==> config.mk <==
export PLATFORM = sky130hd
export DESIGN_NAME = vga_timing_gen_flat
export DESIGN_NICKNAME = d
export VERILOG_FILES = /design/src/rtl/vga_timing_gen_if.sv /design/src/rtl/vga_timing_gen.sv /design/src/flat_wrapper.sv
export SDC_FILE = /design/constraint.sdc
export NUM_CORES = 1
export LEC_CHECK = 0
export BUFFER_PORTS_ARGS = -buffer_cell sky130_fd_sc_hd__buf_4
export CORE_ASPECT_RATIO = 0.5
export CORE_MARGIN = 4
export CORE_UTILIZATION = 45
export CTS_CLUSTER_DIAMETER = 30
export DETAILED_ROUTE_END_ITERATION = 10
export PLACE_DENSITY = 0.67
export SLEW_MARGIN = 20
export SYNTH_ARGS = -nofsm -noshare
export SYNTH_HDL_FRONTEND = slang
export SYNTH_SLANG_ARGS = --single-unit
==> constraint.sdc <==
create_clock -name clk -period 5.3 [get_ports clk]
set_input_delay 0.265 -clock clk [delete_from_list [all_inputs] [get_ports clk]]
set_output_delay 0.265 -clock clk [all_outputs]
set_load 0.01 [all_outputs]
==> src/rtl/vga_timing_gen_if.sv <==
// Raster timing bundle: everything a sprite/overlay block needs from the scan.
interface vga_timing_gen_if;
  logic       pix_en;
  logic [9:0] pixel_x;
  logic [9:0] pixel_y;
  logic       video_on;
  logic       hsync;
  logic       vsync;
  logic       line_tick;
  logic       frame_tick;

  modport master (
    output pix_en, pixel_x, pixel_y, video_on, hsync, vsync, line_tick, frame_tick
  );

  modport slave (
    input pix_en, pixel_x, pixel_y, video_on, hsync, vsync, line_tick, frame_tick
  );
endinterface

==> src/rtl/vga_timing_gen.sv <==
// VGA raster timing generator: pixel divider, x/y scan counters and
// registered sync/blank/strobe decode aligned with the counters.
module vga_timing_gen #(
  parameter int unsigned H_ACTIVE = 640,
  parameter int unsigned H_FP     = 16,
  parameter int unsigned H_SYNC   = 96,
  parameter int unsigned H_BP     = 48,
  parameter int unsigned V_ACTIVE = 480,
  parameter int unsigned V_FP     = 10,
  parameter int unsigned V_SYNC   = 2,
  parameter int unsigned V_BP     = 33,
  parameter int unsigned CLK_DIV  = 2,
  parameter bit          SYNC_POL = 1'b0
) (
  input  logic              clk,
  input  logic              rst_n,
  vga_timing_gen_if.master  vga
);

  localparam int unsigned H_TOTAL = H_ACTIVE + H_FP + H_SYNC + H_BP;
  localparam int unsigned V_TOTAL = V_ACTIVE + V_FP + V_SYNC + V_BP;
  localparam int unsigned DIV_W   = (CLK_DIV > 1) ? $clog2(CLK_DIV) : 1;

  localparam logic [9:0]       X_LAST    = 10'(H_TOTAL - 1);
  localparam logic [9:0]       Y_LAST    = 10'(V_TOTAL - 1);
  localparam logic [9:0]       X_VIS     = 10'(H_ACTIVE);
  localparam logic [9:0]       Y_VIS     = 10'(V_ACTIVE);
  localparam logic [9:0]       HS_FIRST  = 10'(H_ACTIVE + H_FP);
  localparam logic [9:0]       HS_LAST   = 10'(H_ACTIVE + H_FP + H_SYNC - 1);
  localparam logic [9:0]       VS_FIRST  = 10'(V_ACTIVE + V_FP);
  localparam logic [9:0]       VS_LAST   = 10'(V_ACTIVE + V_FP + V_SYNC - 1);
  localparam logic [DIV_W-1:0] DIV_LAST  = DIV_W'(CLK_DIV - 1);

  logic [DIV_W-1:0] div_cnt, div_next;
  logic             pix_en;
  logic [9:0]       pixel_x, pixel_y;
  logic [9:0]       x_next, y_next;
  logic             video_on, hsync, vsync, line_tick, frame_tick;
  logic             wrap_x;

  // Divider next value: counts 0..CLK_DIV-1 and wraps.
  always_comb begin
    div_next = div_cnt + 1'b1;
    if (div_cnt == DIV_LAST) begin
      div_next = '0;
    end
  end

  // Next scan position; counters only move on a pixel-enable cycle.
  always_comb begin
    x_next = pixel_x;
    y_next = pixel_y;
    wrap_x = 1'b0;
    if (pix_en) begin
      if (pixel_x == X_LAST) begin
        x_next = '0;
        wrap_x = 1'b1;
        y_next = (pixel_y == Y_LAST) ? '0 : pixel_y + 1'b1;
      end else begin
        x_next = pixel_x + 1'b1;
      end
    end
  end

  // Divider and registered pixel enable (high while div_cnt == CLK_DIV-1).
  always_ff @(posedge clk or negedge rst_n) begin
    if (!rst_n) begin
      div_cnt <= '0;
      pix_en  <= 1'b0;
    end else begin
      div_cnt <= div_next;
      pix_en  <= (div_next == DIV_LAST);
    end
  end

  // Scan counters.
  always_ff @(posedge clk or negedge rst_n) begin
    if (!rst_n) begin
      pixel_x <= '0;
      pixel_y <= '0;
    end else begin
      pixel_x <= x_next;
      pixel_y <= y_next;
    end
  end

  // Level decode from the next position so pins line up with the counters;
  // only refreshed on advancing edges, which keeps the first (0,0) blanked.
  always_ff @(posedge clk or negedge rst_n) begin
    if (!rst_n) begin
      video_on <= 1'b0;
      hsync    <= ~SYNC_POL;
      vsync    <= ~SYNC_POL;
    end else if (pix_en) begin
      video_on <= (x_next < X_VIS) && (y_next < Y_VIS);
      hsync    <= ((x_next >= HS_FIRST) && (x_next <= HS_LAST)) ? SYNC_POL : ~SYNC_POL;
      vsync    <= ((y_next >= VS_FIRST) && (y_next <= VS_LAST)) ? SYNC_POL : ~SYNC_POL;
    end
  end

  // One-clk strobes on the advancing edge only; they drop on the next clk.
  always_ff @(posedge clk or negedge rst_n) begin
    if (!rst_n) begin
      line_tick  <= 1'b0;
      frame_tick <= 1'b0;
    end else begin
      line_tick  <= wrap_x;
      frame_tick <= wrap_x && (y_next == Y_VIS);
    end
  end

  assign vga.pix_en     = pix_en;
  assign vga.pixel_x    = pixel_x;
  assign vga.pixel_y    = pixel_y;
  assign vga.video_on   = video_on;
  assign vga.hsync      = hsync;
  assign vga.vsync      = vsync;
  assign vga.line_tick  = line_tick;
  assign vga.frame_tick = frame_tick;

endmodule

==> src/flat_wrapper.sv <==
// flat-port wrapper written by rule: the top's interface ports become plain ports
module vga_timing_gen_flat 
#(
  parameter int unsigned H_ACTIVE = 640,
  parameter int unsigned H_FP     = 16,
  parameter int unsigned H_SYNC   = 96,
  parameter int unsigned H_BP     = 48,
  parameter int unsigned V_ACTIVE = 480,
  parameter int unsigned V_FP     = 10,
  parameter int unsigned V_SYNC   = 2,
  parameter int unsigned V_BP     = 33,
  parameter int unsigned CLK_DIV  = 2,
  parameter bit          SYNC_POL = 1'b0
)
  (clk, rst_n, vga_pix_en, vga_pixel_x, vga_pixel_y, vga_video_on, vga_hsync, vga_vsync, vga_line_tick, vga_frame_tick);
  vga_timing_gen_if vga_i ();
  input  logic clk;
  input  logic rst_n;
  output wire logic [$bits(vga_i.pix_en)-1:0] vga_pix_en;
  output wire logic [$bits(vga_i.pixel_x)-1:0] vga_pixel_x;
  output wire logic [$bits(vga_i.pixel_y)-1:0] vga_pixel_y;
  output wire logic [$bits(vga_i.video_on)-1:0] vga_video_on;
  output wire logic [$bits(vga_i.hsync)-1:0] vga_hsync;
  output wire logic [$bits(vga_i.vsync)-1:0] vga_vsync;
  output wire logic [$bits(vga_i.line_tick)-1:0] vga_line_tick;
  output wire logic [$bits(vga_i.frame_tick)-1:0] vga_frame_tick;
  assign vga_pix_en = vga_i.pix_en;
  assign vga_pixel_x = vga_i.pixel_x;
  assign vga_pixel_y = vga_i.pixel_y;
  assign vga_video_on = vga_i.video_on;
  assign vga_hsync = vga_i.hsync;
  assign vga_vsync = vga_i.vsync;
  assign vga_line_tick = vga_i.line_tick;
  assign vga_frame_tick = vga_i.frame_tick;
  vga_timing_gen #(.H_ACTIVE(H_ACTIVE), .H_FP(H_FP), .H_SYNC(H_SYNC), .H_BP(H_BP), .V_ACTIVE(V_ACTIVE), .V_FP(V_FP), .V_SYNC(V_SYNC), .V_BP(V_BP), .CLK_DIV(CLK_DIV), .SYNC_POL(SYNC_POL)) u_core (.clk(clk), .rst_n(rst_n), .vga(vga_i));
endmodule
==> out/qor.log <==
[power_and_ir_drop] largest voltage drop on the vdd net 0.00009877 V
[floorplanning] Core Rows 14
[yosys] Syn. warnings 0
[yosys] top cells by count, synth sky130_fd_sc_hd__dfrtp_1, sky130_fd_sc_hd__nand2_1, sky130_fd_sc_hd__inv_1, sky130_fd_sc_hd__o21ai_0
[detailed_routing] Routed WL 3.431 mm
[detailed_routing] Remaining DRCs 0
[power_and_ir_drop] share of total power consumed by net switching 19.83%
[global_route] GRT Resource Usage Total 16.33%
[floorplanning] die extent in x 90.34 µm
[yosys] average size of a mapped cell 9.025 µm²
[setup_path] largest fanout of any net on the critical path 15
[final_layout] Design Area, Final 0.001795 mm²
[clock_network] buffer depth of the longest clock path 2
[yosys] top post-synthesis cells by area sky130_fd_sc_hd__dfrtp_1, sky130_fd_sc_hd__nand2_1, sky130_fd_sc_hd__o21ai_0, sky130_fd_sc_hd__dfstp_2, sky130_fd_sc_hd__inv_1
[floorplanning] core area 0.003118 mm²
[detailed_routing] First-pass DRT Iterations 4
[yosys] proportion of netlist area held by the largest area contributor 39.38%
[timing] fmax 324.9 MHz
[timing] worst max-slew margin expressed relative to the limit 44.86%
[yosys] leading register cell type out of synthesis sky130_fd_sc_hd__dfrtp_1
[timing] number of failing setup endpoints in the final timing report 0
[place] number of placed cells counting well taps 229
[run] Max-cap violations 0
[setup_path] largest stage delay on the critical path 0.63 ns
[setup_path] reg-to-reg endpoint u_core.vga.vsync
[global_route] antenna violations before repair 0
[setup_path] R2R Setup Slk 2.22 ns
[final_layout] Total Nets Final 200
[power_and_ir_drop] part of the total power dissipated in combinational logic 1.5%
[floorplanning] die height 49.17 µm
[timing] Final Hold Fails 0
[timing] post-layout minimum cycle time 3.078 ns
[timing] setup TNS 0 ns
[setup_path] CP Launch Type flop
[power_and_ir_drop] total leakage power 0.7884 nW
[setup_path] ordered list of cells on the worst path nor4b_4, nand4_2, or4_4, a222oi_1, o2111ai_1, o32a_1
[power_and_ir_drop] P_int 0.2501 mW
[timing] Worst Setup Slack, final 2.222 ns
[setup_path] category of the most critical setup path flop to flop
[place] routability-driven placement congestion ratio 0.8715
[final_layout] filler instances 295
[final_layout] ratio of cells with drive above 1 in the final layout 19.17%
[place] area after detailed placement 0.001744 mm²
[yosys] largest area contributor in the netlist sky130_fd_sc_hd__dfrtp_1
[yosys] post-synthesis cell count 169
[timing] RSZ-0062 raised after global routing no
[clock_network] number of sinks driven by the clock tree 26
[outcome] result of the run complete, no violations
[power_and_ir_drop] fraction of power consumed by the clock network 34.9%
[detailed_routing] highest metal layer with signal wires met4
[global_route] total grt overflow 0
[clock_network] Root Buffer sky130_fd_sc_hd__clkbuf_8
[detailed_routing] routed wl met2 1.519 mm
[detailed_routing] violation count after the first detailed-route iteration 54
[final_layout] antenna cells 0
[clock_network] clock latency on the worst-skew pair 0.27 ns
[power_and_ir_drop] power spent charging and discharging nets 0.06187 mW
[final_layout] relative area change from synthesis to final layout 17.72%
[detailed_routing] Detail Route met3 WL 172 µm
[detailed_routing] Antenna Nets Post-Route 0
[yosys] netlist area before placement 0.001525 mm²
[power_and_ir_drop] total power density per cell area 173.7 mW/mm²
[yosys] count of different cell masters after synthesis 47
[timing] count of pins over their slew limit 0
[detailed_routing] DR vias 1,357
[setup_path] CP endpoint kind flop
[yosys] Post-Synthesis Net Count 174
[place] worst setup slack after placement 2.249 ns
[place] number of port buffers 27
[yosys] number of synthesized register bits 26
[timing] Final Hold Slack 0.4341 ns
[yosys] most frequent cell after synthesis sky130_fd_sc_hd__dfrtp_1
[setup_path] required time worst endpoint 5.49 ns
[global_route] pin count of the biggest net entering global routing 27
[yosys] sequential area share after synthesis 42.82%
[final_layout] Post-Layout Cell Count 233
[yosys] async set or reset register ratio after synthesis 100.0%
[detailed_routing] Routed wire per std cell 14.73 µm
[clock_network] Num CTS Buffers 3
[setup_path] critical path data arrival time 3.27 ns
[floorplanning] Initial Utilization 48.92%
[floorplanning] number of top-level pins 28
[yosys] number of enable-type register cells in the synthesized netlist 0
[setup_path] CP max stage cell sky130_fd_sc_hd__or4_4
[clock_network] clock tree from TritonCTS yes
[clock_network] count of cells resized by post-cts repair 0
[place] estimated wirelength of the detail-placed design 2.560 mm
[global_route] via count of the first global-routing pass 1,181
[power_and_ir_drop] power share of the sequential group 63.6%
[clock_network] H-tree levels 1
[floorplanning] Total Die Area 0.004441 mm²
[timing] transition at the pin with the smallest max-transition slack 0.8196 ns
[setup_path] Worst Reg-to-Reg Cells 6
[timing] Final Cycle Share 58.07%
[timing] Layout Skew 0.005566 ns
[setup_path] r2r startpoint u_core.vga.pixel_x[5]
[clock_network] Clock transition at path regs 0.09 ns
[detailed_routing] Via-to-Cell Ratio 5.824
[global_route] wire length of the first global-routing pass 5.899 mm
[detailed_routing] total routed wire length on the met1 layer 1.715 mm
[hold_path] type of the most critical hold path input port to asynchronous set/reset pin
[area by class of cell]
class | count | area [µm²] | area share, %
inverter | 13 | 48.80 | 2.718
sequential | 26 | 653.1 | 36.38
timing repair buffer | 28 | 212.7 | 11.85
clock buffer | 3 | 41.29 | 2.300
tap | 40 | 50.05 | 2.787
multi-input combinational | 123 | 789.5 | 43.97
[power by group through the flow]
stage | Combinational, mW | Clock, mW | Sequential (mW)
finish | 0.00478 | 0.109 | 0.198
detailed placement | 0.00468 | 0 | 0.202
floorplan | 0.000000300 | 0 | 0.202
global placement | 0.00455 | 0 | 0.202
global route | 0.00590 | 0.127 | 0.198
CTS | 0.00532 | 0.117 | 0.198
[metal layers]
metal	vias up	global-route usage [%]
met3	2	4.622
li1	662	-
met5	-	0
met2	42	24.10
met4	0	4.061
met1	651	23.48
[worst max path at each step]
stage	from	end	slack, ns	cells after the start
final	u_core.vga.pixel_x[5]	u_core.vga.vsync	2.22	6
after global routing	u_core.vga.pixel_x[5]	u_core.vga.vsync	1.98	6
after CTS	u_core.vga.pixel_x[5]	u_core.vga.vsync	2.23	6
after detailed placement	u_core.vga.pixel_x[5]	u_core.vga.vsync	2.25	6
after global placement	u_core.vga.pixel_x[5]	u_core.vga.vsync	2.35	6
after floorplan	u_core.vga.pixel_x[5]	u_core.vga.vsync	2.69	7
[registers in the layout, summed over array words and instances, names as in the netlist]
| signal | cells |
|---|---|
| u_core.vga.line_tick | 1 |
| u_core.vga.video_on | 1 |
| u_core.div_cnt | 1 |
| u_core.vga.pixel_y | 10 |
| u_core.vga.frame_tick | 1 |
| u_core.vga.hsync | 1 |
| u_core.vga.vsync | 1 |
| u_core.vga.pixel_x | 10 |
[cells in the final DEF (no fill, tap or decap), types with 2 or more instances in the layout]
cell	netlist	layout
sky130_fd_sc_hd__a31oi_1	4	4
sky130_fd_sc_hd__nand4_1	6	6
sky130_fd_sc_hd__and2_1	3	3
sky130_fd_sc_hd__nand3_1	8	8
sky130_fd_sc_hd__xor2_1	4	4
sky130_fd_sc_hd__clkbuf_8	0	3
sky130_fd_sc_hd__inv_1	13	13
sky130_fd_sc_hd__o41ai_1	2	2
sky130_fd_sc_hd__o21ai_0	11	11
sky130_fd_sc_hd__nor2_1	8	8
sky130_fd_sc_hd__dfrtp_1	24	24
sky130_fd_sc_hd__ha_1	3	3
sky130_fd_sc_hd__buf_4	0	27
sky130_fd_sc_hd__nor3_1	8	8
sky130_fd_sc_hd__dfstp_2	2	2
sky130_fd_sc_hd__xnor2_1	5	5
sky130_fd_sc_hd__nand2_1	23	23
sky130_fd_sc_hd__o31ai_1	4	4
sky130_fd_sc_hd__nand2b_1	5	5
sky130_fd_sc_hd__and4_1	2	2
[stage by stage]
stage          utilization [%]  power, mW
2_1_floorplan                -     0.2022
3_3_place_gp             55.94     0.2067
3_5_place_dp             55.94     0.2068
4_1_cts                  57.58     0.3202
5_1_grt                  57.58     0.3312
6_report                 57.58     0.3119
[cell families after synthesis]
group	after synthesis	synth area share, %
xor gates and xnor gates	9	5.168
buffers and inverters	20	5.414
and+or+nand+nor	73	26.17
muxes	1	0.7383
adders and majority gates	3	2.461
DFF	26	42.82
AOI/OAI and AO/OA	37	17.23
[critical path: cells and delay by family, from the launching register on]
family | cells | cell delay (ns)
AOI/OAI and AO/OA | 3 | 1.07
DFF | 1 | 0.51
and+or+nand+nor | 3 | 1.43
[timing repair]
item	4_1_cts	5_1_grt
setup buffers	0	0
hold buffers	1	0
setup endpoints to repair	0	0
endpoints found under the hold margin	24	0
Note: power is estimated with default switching activity, not from simulation.
